### src/rtl/fetch_ctrl_pkg.sv
// fetch_ctrl_pkg: shared widths, constants and types for the fetch stage.
package fetch_ctrl_pkg;
    localparam int WORD_WIDTH      = 32;
    localparam int IMEM_ADDR_WIDTH = 10;
    localparam logic [WORD_WIDTH-1:0] NOP = 32'h0000_0013;

    typedef enum logic [1:0] {PC_PLUS4, PC_JAL_BXX, PC_JALR, PC_RESET} pc_sel_t;
    typedef enum logic [1:0] {FS_BOOT, FS_RUN, FS_FAULT} fetch_state_t;

    typedef struct packed {
        logic [WORD_WIDTH-1:0] pc;
        logic [WORD_WIDTH-1:0] ir;
    } fetch_pkt_t;
endpackage

### src/rtl/fetch_ctrl_if.sv
// fetch_ctrl_if: redirect inputs, imem port and decode handshake of the fetch stage.
interface fetch_ctrl_if #(
    parameter int WORD_WIDTH = 32,
    parameter int ADDR_WIDTH = 10
);
    logic [1:0]            pc_sel;
    logic [WORD_WIDTH-1:0] jal_bxx_tgt;
    logic [WORD_WIDTH-1:0] jalr_tgt;
    logic                  imem_en;
    logic [ADDR_WIDTH-1:0] imem_addr;
    logic [WORD_WIDTH-1:0] imem_data;
    logic                  out_valid;
    logic                  out_ready;
    logic [WORD_WIDTH-1:0] out_pc;
    logic [WORD_WIDTH-1:0] out_ir;
    logic                  fault;

    modport master (
        input  pc_sel, jal_bxx_tgt, jalr_tgt, imem_data, out_ready,
        output imem_en, imem_addr, out_valid, out_pc, out_ir, fault
    );
    modport slave (
        output pc_sel, jal_bxx_tgt, jalr_tgt, imem_data, out_ready,
        input  imem_en, imem_addr, out_valid, out_pc, out_ir, fault
    );
endinterface

### src/rtl/fetch_ctrl_buf.sv
// fetch_ctrl_buf: 2-entry skid FIFO of {pc, ir}; the head is a register so out_pc/out_ir are glitch-free.
module fetch_ctrl_buf
    import fetch_ctrl_pkg::*;
(
    input  logic       clk,
    input  logic       reset,
    input  logic       i_push,
    input  logic       i_pop,
    input  logic       i_flush,
    input  fetch_pkt_t i_pkt,
    output logic [1:0] o_count,
    output fetch_pkt_t o_head
);
    fetch_pkt_t r_head, r_tail;
    logic [1:0] r_count, w_idx;

    // slot the incoming packet lands in once this cycle's pop has shifted the queue
    assign w_idx   = r_count - {1'b0, i_pop};
    assign o_count = r_count;
    assign o_head  = r_head;

    always_ff @(posedge clk or posedge reset)
        if (reset) begin
            r_count <= 2'd0;
            r_head  <= '{pc: '0, ir: NOP};
            r_tail  <= '0;
        end else if (i_flush) begin
            r_count <= 2'd0;
        end else begin
            r_count <= r_count + {1'b0, i_push} - {1'b0, i_pop};
            if (i_push && w_idx == 2'd0) r_head <= i_pkt;
            else if (i_pop) r_head <= r_tail;
            if (i_push && w_idx == 2'd1) r_tail <= i_pkt;
        end
endmodule

### src/rtl/fetch_ctrl.sv
// fetch_ctrl: instruction-fetch sequencer; owns the PC, drives a 1-cycle imem,
// applies redirects and hands {pc, ir} to decode through a skid buffer.
module fetch_ctrl
    import fetch_ctrl_pkg::*;
#(
    parameter int WORD_WIDTH = fetch_ctrl_pkg::WORD_WIDTH,
    parameter int ADDR_WIDTH = IMEM_ADDR_WIDTH,
    parameter logic [WORD_WIDTH-1:0] RESET_PC = '0
) (
    input logic          clk,
    input logic          reset,
    fetch_ctrl_if.master bus
);
    fetch_state_t r_state, w_state_n;
    fetch_pkt_t w_pkt, w_head;
    logic [WORD_WIDTH-1:0] r_fetch_pc, r_iss_pc, w_tgt, w_issue_pc;
    logic [2:0] w_credit;
    logic [1:0] w_count;
    logic r_inflight, w_run, w_pop, w_redirect, w_aligned, w_issue, w_push, w_flush;

    assign w_run      = r_state == FS_RUN;
    assign w_pop      = bus.out_valid && bus.out_ready;
    assign w_redirect = w_run && bus.pc_sel != PC_PLUS4;
    assign w_tgt      = bus.pc_sel == PC_JAL_BXX ? bus.jal_bxx_tgt
                      : bus.pc_sel == PC_JALR    ? bus.jalr_tgt & ~WORD_WIDTH'(1)
                      : RESET_PC;
    assign w_aligned  = w_tgt[1:0] == 2'b00;
    // occupied + reserved slots after this cycle's pop; issue only while one is free
    assign w_credit   = {1'b0, w_count} + {2'b0, r_inflight} - {2'b0, w_pop};
    assign w_issue    = w_run && (w_redirect ? w_aligned : w_credit < 3'd2);
    assign w_issue_pc = w_redirect ? w_tgt : r_fetch_pc;
    assign w_push     = w_run && r_inflight && !w_redirect;
    assign w_flush    = w_redirect || r_state == FS_FAULT;
    assign w_pkt      = '{pc: r_iss_pc, ir: bus.imem_data};

    always_ff @(posedge clk or posedge reset)
        if (reset) r_state <= FS_BOOT;
        else r_state <= w_state_n;

    always_comb
        w_state_n = r_state == FS_BOOT ? FS_RUN
                  : (w_redirect && !w_aligned) ? FS_FAULT
                  : r_state;

    always_comb begin
        bus.imem_en   = w_issue;
        bus.imem_addr = w_issue_pc[ADDR_WIDTH+1:2];
        bus.out_valid = w_count != 2'd0;
        bus.out_pc    = w_head.pc;
        bus.out_ir    = w_head.ir;
        bus.fault     = r_state == FS_FAULT;
    end

    always_ff @(posedge clk or posedge reset)
        if (reset) begin
            r_fetch_pc <= RESET_PC;
            r_iss_pc   <= RESET_PC;
            r_inflight <= 1'b0;
        end else begin
            r_inflight <= w_issue;
            if (w_issue) begin
                r_fetch_pc <= w_issue_pc + WORD_WIDTH'(4);
                r_iss_pc   <= w_issue_pc;
            end
        end

    fetch_ctrl_buf u_buf (
        .clk     (clk),
        .reset   (reset),
        .i_push  (w_push),
        .i_pop   (w_pop),
        .i_flush (w_flush),
        .i_pkt   (w_pkt),
        .o_count (w_count),
        .o_head  (w_head)
    );
endmodule

### src/flat_wrapper.sv
// flat-port wrapper written by rule: the top's interface ports become plain ports
module fetch_ctrl_flat import fetch_ctrl_pkg::*;
#(
    parameter int WORD_WIDTH = fetch_ctrl_pkg::WORD_WIDTH,
    parameter int ADDR_WIDTH = IMEM_ADDR_WIDTH,
    parameter logic [WORD_WIDTH-1:0] RESET_PC = '0
)
  (clk, reset, bus_pc_sel, bus_jal_bxx_tgt, bus_jalr_tgt, bus_imem_data, bus_out_ready, bus_imem_en, bus_imem_addr, bus_out_valid, bus_out_pc, bus_out_ir, bus_fault);
  fetch_ctrl_if #(.WORD_WIDTH(WORD_WIDTH), .ADDR_WIDTH(ADDR_WIDTH)) bus_i ();
  input logic clk;
  input logic reset;
  input wire logic [$bits(bus_i.pc_sel)-1:0] bus_pc_sel;
  input wire logic [$bits(bus_i.jal_bxx_tgt)-1:0] bus_jal_bxx_tgt;
  input wire logic [$bits(bus_i.jalr_tgt)-1:0] bus_jalr_tgt;
  input wire logic [$bits(bus_i.imem_data)-1:0] bus_imem_data;
  input wire logic [$bits(bus_i.out_ready)-1:0] bus_out_ready;
  output wire logic [$bits(bus_i.imem_en)-1:0] bus_imem_en;
  output wire logic [$bits(bus_i.imem_addr)-1:0] bus_imem_addr;
  output wire logic [$bits(bus_i.out_valid)-1:0] bus_out_valid;
  output wire logic [$bits(bus_i.out_pc)-1:0] bus_out_pc;
  output wire logic [$bits(bus_i.out_ir)-1:0] bus_out_ir;
  output wire logic [$bits(bus_i.fault)-1:0] bus_fault;
  assign bus_i.pc_sel = bus_pc_sel;
  assign bus_i.jal_bxx_tgt = bus_jal_bxx_tgt;
  assign bus_i.jalr_tgt = bus_jalr_tgt;
  assign bus_i.imem_data = bus_imem_data;
  assign bus_i.out_ready = bus_out_ready;
  assign bus_imem_en = bus_i.imem_en;
  assign bus_imem_addr = bus_i.imem_addr;
  assign bus_out_valid = bus_i.out_valid;
  assign bus_out_pc = bus_i.out_pc;
  assign bus_out_ir = bus_i.out_ir;
  assign bus_fault = bus_i.fault;
  fetch_ctrl #(.WORD_WIDTH(WORD_WIDTH), .ADDR_WIDTH(ADDR_WIDTH), .RESET_PC(RESET_PC)) u_core (.clk(clk), .reset(reset), .bus(bus_i));
endmodule
### config.mk
export PLATFORM = sky130hd
export DESIGN_NAME = fetch_ctrl_flat
export DESIGN_NICKNAME = d
export VERILOG_FILES = /design/src/rtl/fetch_ctrl_pkg.sv /design/src/rtl/fetch_ctrl_if.sv /design/src/rtl/fetch_ctrl_buf.sv /design/src/rtl/fetch_ctrl.sv /design/src/flat_wrapper.sv
export SDC_FILE = /design/constraint.sdc
export NUM_CORES = 1
export LEC_CHECK = 0
export CAP_MARGIN = 40
export CORE_UTILIZATION = 48
export CTS_CLUSTER_DIAMETER = 40
export CTS_CLUSTER_SIZE = 16
export DETAILED_ROUTE_END_ITERATION = 6
export PLACE_DENSITY = 0.8
export REMOVE_ABC_BUFFERS = 1
export SYNTH_ARGS = -nofsm -noshare
export SYNTH_HDL_FRONTEND = slang
export SYNTH_SLANG_ARGS = --single-unit
### constraint.sdc
create_clock -name clk -period 17.62 [get_ports clk]
set_input_delay 3.524 -clock clk [delete_from_list [all_inputs] [get_ports clk]]
set_output_delay 3.524 -clock clk [all_outputs]
set_load 0.01 [all_outputs]
==> impl_metrics.csv, run 1 <==
group,metric,value,unit
outcome,outcome,"completed",
clock_tree,cts_sinks,195,
timing,rsz0062_at_grt,"no",
critical_path,cp_top_family,"buffers and inverters",
die,die-height,142,microns
routing,drtIter0Drc,246,
synth,synth_cell_types,54,
timing,max_slew_margin,0.443,
routing,drt-vias-per-instance,5.39,
synth,ys_warn_count,0,
critical_path,worst-path-stages,6,
power_and_ir_drop,p_comb_frac,0.346,
place,gp_congestion,0.816,
power_and_ir_drop,p_int,0.00110,W
timing,holdWs,0.477,ns
routing,drt_drc_violations_left,0,
final_layout,seqCellArea,4880,sq um
synth,yosysSeqAreaShare,0.518,
global_routing,overflow,0,
die,die_x,142,microns
clock_tree,clock_latency,0.43,ns
hold_path,hp-class,"register to register",
synth,synth-edff-count,0,
die,die_area,20200,sq um
final_layout,mostFrequentLayoutCells,"dfrtp_1, clkdlybuf4s50_1, nand2_1",
timing,fmax,103,MHz
clock_tree,cts_tree,"done",
power_and_ir_drop,switching_share,0.337,
final_layout,nets,1142,
power_and_ir_drop,vdd_drop_max,0.0836,mV
power_and_ir_drop,power.density,138,nW/um^2
critical_path,crit_required,14.10,ns
final_layout,areaGrowthSynthToFinish,27.7,%
place,hpwl,14500,microns
global_routing,grt.total_usage,0.218,
routing,postRouteAntennaNets,0,
power_and_ir_drop,switching_power,0.000560,W
critical_path,cp_max_fo,42,
clock_tree,postCtsSetupRepairBufs,0,
critical_path,r2r_slack,14.12,ns
critical_path,crit_path_frequent_cell,"clkdlybuf4s50_1",
clock_tree,cts_buffers,17,
clock_tree,clockRootBuffer,"clkbuf_16",
synth,syn_area,9430,sq um
critical_path,worstSetupPathType,"input port to primary output",
timing,hold_viol,0,
final_layout,mostFrequentLayoutCell,"dfrtp_1",
critical_path,r2r_start,"u_core.r_state[1]",
critical_path,worst_setup_path_start_kind,"input port",
synth,syn_inst,896,
clock_tree,htreeDepth,4,
timing,fin_worst_skew,0.00743,ns
critical_path,critPathBufInv,3,
critical_path,worstSetupEndpointType,"primary output",
die,initial_core_util,0.498,
final_layout,drive_above_1_share,0.127,
timing,setup_viol,0,
timing,tightestPinTransition,0.836,ns
global_routing,grt_pass1_vias,6751,
clock_tree,cts.path.max_buffers,2,
critical_path,worstPathArrival,6.17,ns
routing,drtPass1Iterations,6,
global_routing,antenna_found_initial,1,
die,rows,50,
critical_path,crit_path_top_delay_cell,"clkdlybuf4s50_1",
critical_path,r2r_cells,7,
timing,tns,0,ns
routing,wire_per_inst,16.3,microns
synth,synthArstFlopShare,1.00,
final_layout,multi_input_area,4230,sq um
routing,dr_total_vias,7065,
critical_path,worstSetupStartpoint,"bus_pc_sel[1]",
routing,finalWirelength,21300,microns
clock_tree,ctsResizeCount,0,
timing,finalMaxSlewViolations,0,
synth,ys_ff_latch,195,
power_and_ir_drop,seq_power_share,0.401,
synth,syn_area_per_cell,10.5,sq um
final_layout,num-fill-cells,1568,
power_and_ir_drop,p_leak,5.78,nW
flow_run,maxCapViolations,0,
power_and_ir_drop,pwr-share-clk,0.253,
clock_tree,clk_pin_slew,0.07,ns
critical_path,crit_chain,"clkdlybuf4s50_1 -> buf_4 -> and2b_1 -> a22oi_1 -> o2bb2ai_2 -> clkdlybuf4s50_1",
die,ioPinCount,178,
place,port_buffers,176,
timing,timing.final.crit_share,0.550,
timing,min_period,9.69,ns
clock_tree,ctsHoldBuffers,0,
synth,synth_flop_cell,"dfrtp_1",
global_routing,grt_pass1_wl,34100,microns
critical_path,endpoint,"bus_imem_addr[4]",
die,core,19000,sq um
critical_path,max_stage_delay,0.63,ns
critical_path,r2r_end,"u_core.r_fetch_pc[30]",
global_routing,grt_max_degree,87,
## tightest hold or removal path, stage by stage, from the launching register on
cell,delay [ns]
dfstp_2,0.37
nand2_1,0.04
o21ai_0,0.06
## cells in the mapped netlist (8+ instances only)
library cell / number / area (sq um)
buf_4: 12 / 90.1
a31oi_1: 12 / 75.1
a22oi_1: 12 / 90.1
nand2_1: 158 / 593
buf_1: 9 / 33.8
and2_1: 8 / 50.1
o21ai_1: 14 / 70.1
a21oi_1: 11 / 55.1
buf_2: 13 / 65.1
dfrtp_1: 192 / 4800
nand3b_1: 10 / 75.1
nor2_1: 26 / 97.6
o21ai_0: 111 / 556
mux2i_1: 65 / 651
and3b_1: 26 / 228
mux2_2: 65 / 732
xnor2_1: 24 / 210
inv_1: 9 / 33.8
clkbuf_1: 34 / 128
## final cells by class
class,instances,area share
flip-flops and latches,195,0.405
multi-input cells,623,0.351
repair buffers,190,0.159
clock buffers,19,0.0368
well taps,260,0.0270
clock inverters,13,0.0165
inverters,10,0.00374
diodes,1,0.000208
## stage by stage
step                 util  cells  power [W]  cell area, sq um  worst slack, ns
floorplan               -    828   0.000996              9120             3.01
global route        0.635   1310    0.00177             12000             7.79
global placement    0.597   1275    0.00123             11300             7.98
CTS                 0.635   1310    0.00167             12000             7.93
detailed placement  0.601   1278    0.00125             11400             7.94
finish              0.635   1311    0.00166             12000             7.93
## registers in the layout (all words and copies together), names as in the netlist
register	flops
u_core.u_buf.r_tail	64
u_core.u_buf.o_head	64
u_core.r_iss_pc	32
u_core.r_fetch_pc	30
u_core.r_state	2
u_core.u_buf.o_count	2
u_core.r_inflight	1
## worst min-delay path by stage
stage | start | end | slack, ns | cells after the start
after floorplan | u_core.r_fetch_pc[3] | u_core.r_fetch_pc[3] | 0.44 | 2
after global placement | u_core.r_fetch_pc[3] | u_core.r_fetch_pc[3] | 0.45 | 2
after detailed placement | u_core.r_fetch_pc[14] | u_core.r_fetch_pc[14] | 0.46 | 2
after CTS | u_core.r_fetch_pc[14] | u_core.r_fetch_pc[14] | 0.48 | 2
after global routing | u_core.u_buf.o_head[4] | u_core.u_buf.o_head[4] | 0.50 | 2
final | u_core.u_buf.o_head[4] | u_core.u_buf.o_head[4] | 0.48 | 2
## layer usage
layer | share of wire | routed length (microns) | vias up | GRT usage
met5 | 0 | 0 | - | 0
met4 | 0.015 | 316 | 0 | 0.0770
met3 | 0.061 | 1300 | 26 | 0.0448
met2 | 0.48 | 10300 | 209 | 0.364
met1 | 0.44 | 9410 | 3421 | 0.282
li1 | - | - | 3409 | -
## power by group through the flow
stage | combinational (W) | sequential [W] | clock [W]
6_report | 0.000574 | 0.000666 | 0.000420
5_1_grt | 0.000640 | 0.000684 | 0.000444
4_1_cts | 0.000580 | 0.000667 | 0.000428
3_3_place_gp | 0.000560 | 0.000667 | 0
2_1_floorplan | 0.000315 | 0.000682 | 0
3_5_place_dp | 0.000577 | 0.000675 | 0
## cell families after synthesis
logic type | count (synthesis) | synth area share
buffers and inverters | 78 | 0.0375
XOR/XNOR | 27 | 0.0251
flip-flops | 195 | 0.518
AO/OA/AOI/OAI | 191 | 0.120
AND/OR/NAND/NOR | 271 | 0.147
multiplexers | 130 | 0.147
adder cells (fa/ha/maj) | 4 | 0.00610
Note: power is estimated with default switching activity, not from simulation.
==> inputs of run 2 (changes only) <==
==> constraint.sdc (replaced) <==
create_clock -name clk -period 10.1 [get_ports clk]
set_input_delay 2.02 -clock clk [delete_from_list [all_inputs] [get_ports clk]]
set_output_delay 2.02 -clock clk [all_outputs]
set_load 0.01 [all_outputs]
==> run 2 against run 1 <==
Wire length grew 0.56%. Die area stayed put. Largest cell class unchanged. Non-clock buffer count stayed put. Critical path depth did not move. Via count hardly changed. Clock skew rose by 0.0039 ns. Sequential share of layout area is 0.24 points higher. Critical endpoint unchanged. Count of clock-buffer cells in the layout shrank 1. Clock power up 60%.
==> impl_metrics.csv, run 2 (synthesis results as in run 1) <==
group,metric,value,unit
routing,postRouteAntennaNets,0,
timing,setup_ws,3.48,ns
final_layout,drive_above_1_share,0.128,
die,initial_core_util,0.498,
critical_path,worstPathArrival,4.60,ns
clock_tree,clk_pin_slew,0.07,ns
timing,rsz0062_at_grt,"no",
critical_path,worstSetupPathType,"input port to primary output",
place,port_buffers,176,
clock_tree,ctsHoldBuffers,0,
critical_path,r2r_start,"u_core.r_state[1]",
critical_path,r2r_end,"u_core.r_fetch_pc[30]",
global_routing,met1_usage,0.286,
place,place_ws,3.49,ns
routing,wire_per_inst,16.4,microns
power_and_ir_drop,power.density,237,nW/um^2
timing,fmax,151,MHz
critical_path,worstSetupEndpointType,"primary output",
final_layout,mostFrequentLayoutCells,"dfrtp_1, clkdlybuf4s50_1, nand2_1",
place,hpwl,14200,microns
critical_path,worst_setup_path_start_kind,"input port",
critical_path,r2r_cells,8,
final_layout,num-fill-cells,1552,
global_routing,grt_pass1_wl,35200,microns
place,dpl.cell_count,1278,
clock_tree,cts_sinks,195,
global_routing,grt.total_usage,0.225,
final_layout,areaGrowthSynthToFinish,26.9,%
die,core,19000,sq um
power_and_ir_drop,vdd_drop_max,0.136,mV
global_routing,grt_max_degree,99,
clock_tree,htreeDepth,4,
timing,max_slew_margin,0.434,
critical_path,crit_required,8.08,ns
clock_tree,ctsResizeCount,0,
timing,holdWs,0.477,ns
die,rows,50,
clock_tree,postCtsSetupRepairBufs,0,
power_and_ir_drop,fin_total_pwr,0.00284,W
clock_tree,cts.path.max_buffers,2,
die,die_area,20200,sq um
routing,drt_drc_violations_left,0,
clock_tree,clockRootBuffer,"clkbuf_16",
final_layout,nets,1142,
global_routing,top_usage_layer,"met2",
global_routing,overflow,0,
die,ioPinCount,178,
routing,drtIter0Drc,364,
clock_tree,cts_buffers,17,
global_routing,grt_pass1_vias,7083,
die,die_x,142,microns
timing,finalMaxSlewViolations,0,
timing,fin_worst_skew,0.0114,ns
timing,setup_viol,0,
routing,drt-vias-per-instance,5.39,
routing,dr_total_vias,7068,
critical_path,endpoint,"bus_imem_addr[4]",
power_and_ir_drop,p_leak,5.75,nW
die,die-height,142,microns
timing,timing.final.crit_share,0.656,
clock_tree,clock_latency,0.44,ns
timing,min_period,6.62,ns
clock_tree,cts_tree,"done",
place,gp_congestion,0.808,
routing,drtPass1Iterations,5,
timing,hold_viol,0,
hold_path,holdPathStages,2,
timing,tightestPinTransition,0.848,ns
hold_path,hp-class,"register to register",
routing,finalWirelength,21400,microns
flow_run,maxCapViolations,0,
global_routing,met2_usage,0.374,
final_layout,mostFrequentLayoutCell,"dfrtp_1",
global_routing,antenna_found_initial,1,
outcome,outcome,"completed",
critical_path,worstSetupStartpoint,"bus_pc_sel[1]",
critical_path,r2r_slack,6.67,ns
critical_path,cp_max_fo,42,
global_routing,use_met3,0.0498,
final_layout,layoutNonFillerInstCount,1311,
[run 2: cell count changes in the layout (fill, tap and decap cells not counted), sizes merged]
cell | previous run | this run
clkbuf | 19 | 18
inv | 12 | 16
bufinv | 4 | 1
clkinvlp | 2 | 3
clkinv | 5 | 4
[run 2: worst min path at each step]
stage	from	end	slack, ns
floorplan	u_core.r_fetch_pc[3]	u_core.r_fetch_pc[3]	0.44
global placement	u_core.r_fetch_pc[3]	u_core.r_fetch_pc[3]	0.45
detailed placement	u_core.r_fetch_pc[3]	u_core.r_fetch_pc[3]	0.46
CTS	u_core.r_fetch_pc[3]	u_core.r_fetch_pc[3]	0.48
global route	u_core.u_buf.o_head[52]	u_core.u_buf.o_head[52]	0.50
finish	u_core.r_fetch_pc[14]	u_core.r_fetch_pc[14]	0.48
[run 2: report_power, final]
part           switching (W)  internal [W]
clock               0.000318      0.000355
sequential          0.000135       0.00103
combinational       0.000537      0.000469
[run 2: worst max-delay path, cell delays in order]
cell	delay, ns
clkdlybuf4s50_1	0.45
buf_4	0.32
and2b_1	0.54
a22oi_1	0.20
o2bb2ai_2	0.43
clkdlybuf4s50_1	0.63
[run 2: final cells by class]
| cell class | count | area, sq um | area share |
|---|---|---|---|
| repair buffers | 190 | 1910 | 0.159 |
| flip-flops and latches | 195 | 4880 | 0.408 |
| clock buffers | 18 | 439 | 0.0367 |
| well taps | 260 | 325 | 0.0272 |
| clock inverters | 14 | 144 | 0.0120 |
| inverters | 10 | 45.0 | 0.00376 |
| multi-input cells | 623 | 4230 | 0.353 |
| diodes | 1 | 2.50 | 0.000209 |
[run 2: routing by layer]
| layer | up-vias | share of wire |
|---|---|---|
| met5 | - | 0 |
| met4 | 0 | 0.017 |
| met3 | 26 | 0.057 |
| met2 | 192 | 0.49 |
| met1 | 3429 | 0.44 |
| li1 | 3421 | - |
[run 2: stage by stage]
step	area, sq um	TNS (ns)	util
after global placement	11300	0	0.598
after CTS	12000	0	0.632
after floorplan	9120	-3.06	-
after global routing	12000	0	0.632
final	12000	0	0.632
after detailed placement	11400	0	0.601
==> inputs of run 3 (changes only) <==
--- a/config.mk
+++ b/config.mk
@@ -10,7 +10,7 @@
 export CTS_CLUSTER_DIAMETER = 40
 export CTS_CLUSTER_SIZE = 16
 export DETAILED_ROUTE_END_ITERATION = 6
-export PLACE_DENSITY = 0.8
+export PLACE_DENSITY = 0.83
 export REMOVE_ABC_BUFFERS = 1
 export SYNTH_ARGS = -nofsm -noshare
 export SYNTH_HDL_FRONTEND = slang
==> constraint.sdc (replaced) <==
create_clock -name clk -period 5.7 [get_ports clk]
set_input_delay 1.14 -clock clk [delete_from_list [all_inputs] [get_ports clk]]
set_output_delay 1.14 -clock clk [all_outputs]
set_load 0.01 [all_outputs]
==> run 3 against run 2 <==
Critical path depth increased by 2. Worst hold slack improved by 0.00084 ns. Critical endpoint is now bus_imem_addr[8]. Sequential share of layout area about the same. Worst setup slack got worse by 2.4 ns. Power increased by 74%. Final cell count increased by 0.31%. Register-to-register slack got worse by 4.2 ns. Utilization about the same. Sequential power increased by 78%. Non-clock buffer count increased by 6. Wire length increased by 1.4%. Global-route usage about the same.
==> impl_metrics.csv, run 3 (synthesis results as in run 1) <==
group,metric,value,unit
die,ioPinCount,178,
outcome,outcome,"completed",
timing,holdWs,0.478,ns
clock_tree,postCtsSetupRepairBufs,0,
timing,tightestPinTransition,0.822,ns
place,dpl-instance-area,11400,sq um
die,die_area,20200,sq um
critical_path,worstSetupStartpoint,"bus_pc_sel[0]",
global_routing,overflow,0,
flow_run,maxCapViolations,0,
routing,dr_total_vias,7098,
global_routing,grt.total_usage,0.225,
timing,setup_viol,0,
timing,max_slew_margin,0.452,
power_and_ir_drop,p_comb_frac,0.360,
global_routing,grt_pass1_wl,35200,microns
clock_tree,cts_buffers,17,
hold_path,min_from,"u_core.u_buf.o_head[58]",
clock_tree,htreeDepth,4,
clock_tree,clock_latency,0.43,ns
clock_tree,ctsHoldBuffers,0,
timing,finalMaxSlewViolations,0,
final_layout,drive_above_1_share,0.131,
global_routing,met1_usage,0.285,
critical_path,worstPathArrival,3.53,ns
final_layout,num-fill-cells,1526,
critical_path,worstSetupPathType,"input port to primary output",
timing,fmax,214,MHz
clock_tree,ctsResizeCount,0,
clock_tree,clockRootBuffer,"clkbuf_16",
hold_path,holdPathEnd,"u_core.u_buf.o_head[58]",
die,die_x,142,microns
global_routing,antenna_found_initial,0,
global_routing,grt_max_degree,89,
power_and_ir_drop,seq_power_share,0.417,
die,die-height,142,microns
global_routing,grt_pass1_vias,7112,
power_and_ir_drop,power.density,414,nW/um^2
routing,postRouteAntennaNets,0,
critical_path,r2r_end,"u_core.u_buf.o_head[16]",
final_layout,mostFrequentLayoutCells,"dfrtp_1, clkdlybuf4s50_1, nand2_1",
routing,drt_drc_violations_left,0,
routing,wire_per_inst,16.5,microns
die,core,19000,sq um
critical_path,crit_required,4.56,ns
power_and_ir_drop,switching_power,0.00172,W
global_routing,met2_usage,0.379,
place,dpl.cell_count,1284,
power_and_ir_drop,switching_share,0.347,
global_routing,use_met3,0.0518,
routing,finalWirelength,21700,microns
final_layout,mostFrequentLayoutCell,"dfrtp_1",
final_layout,finalInstanceArea,12000,sq um
routing,drt-vias-per-instance,5.40,
timing,timing.final.crit_share,0.820,
clock_tree,clk_pin_slew,0.06,ns
clock_tree,cts_sinks,195,
die,initial_core_util,0.498,
clock_tree,cts_tree,"done",
power_and_ir_drop,vdd_drop_max,0.244,mV
timing,rsz0062_at_grt,"no",
final_layout,post-route-util,0.631,
routing,drtIter0Drc,378,
critical_path,r2r_slack,2.43,ns
final_layout,diodes,0,
routing,drtPass1Iterations,7,
critical_path,cp_max_fo,33,
final_layout,areaGrowthSynthToFinish,26.8,%
timing,hold_viol,0,
critical_path,worstSetupEndpointType,"primary output",
power_and_ir_drop,p_int,0.00323,W
timing,fin_worst_skew,0.0103,ns
critical_path,worst_setup_path_start_kind,"input port",
power_and_ir_drop,pwr-share-clk,0.224,
global_routing,top_usage_layer,"met2",
hold_path,hp-class,"register to register",
timing,min_period,4.67,ns
hold_path,holdPathStages,2,
place,hpwl,15000,microns
place,port_buffers,176,
place,gp_congestion,0.874,
clock_tree,cts.path.max_buffers,2,
power_and_ir_drop,p_leak,5.75,nW
final_layout,layoutNonFillerInstCount,1315,
die,rows,50,
final_layout,nets,1148,
critical_path,r2r_cells,11,
critical_path,r2r_start,"u_core.u_buf.o_count[1]",
-- run 3: metal layers --
metal | routed length [microns] | share of wire
met1 | 9550 | 0.44
met2 | 10600 | 0.49
met3 | 1170 | 0.054
met4 | 463 | 0.021
met5 | 0 | 0
-- run 3: area by class of cell --
class	count	area, sq um	share of cell area
clock buffer	20	457	0.0382
clock inverter	11	83.8	0.00701
inverter	10	45.0	0.00376
multi-input combinational	623	4230	0.353
sequential	195	4880	0.408
tap	260	325	0.0272
timing repair buffer	196	1940	0.162
-- run 3: stage by stage --
stage	worst slack [ns]	setup TNS [ns]	power, W
finish	1.03	0	0.00496
global route	0.837	0	0.00529
CTS	1.07	0	0.00499
detailed placement	1.08	0	0.00388
global placement	1.10	0	0.00380
floorplan	-4.15	-314.86	0.00308
-- run 3: critical path, stage by stage --
cell             delay, ns
clkdlybuf4s50_1       0.74
buf_4                 0.37
nand3b_1              0.17
and2_1                0.13
nor2_1                0.04
a21oi_1               0.32
inv_1                 0.12
clkdlybuf4s50_1       0.50
-- run 3: power by group through the flow --
stage	Combinational [W]	Sequential, W	Clock [W]
floorplan	0.000973	0.00211	0
global placement	0.00174	0.00206	0
detailed placement	0.00179	0.00209	0
CTS	0.00180	0.00206	0.00113
global route	0.00198	0.00212	0.00119
finish	0.00178	0.00206	0.00111
-- run 3: worst max path at each step --
stage	cells after the start	slack [ns]	to
4_1_cts	8	1.07	bus_imem_addr[8]
3_3_place_gp	8	1.10	bus_imem_addr[8]
5_1_grt	8	0.84	bus_imem_addr[8]
3_5_place_dp	8	1.08	bus_imem_addr[8]
2_1_floorplan	7	-4.15	bus_imem_en
6_report	8	1.03	bus_imem_addr[8]
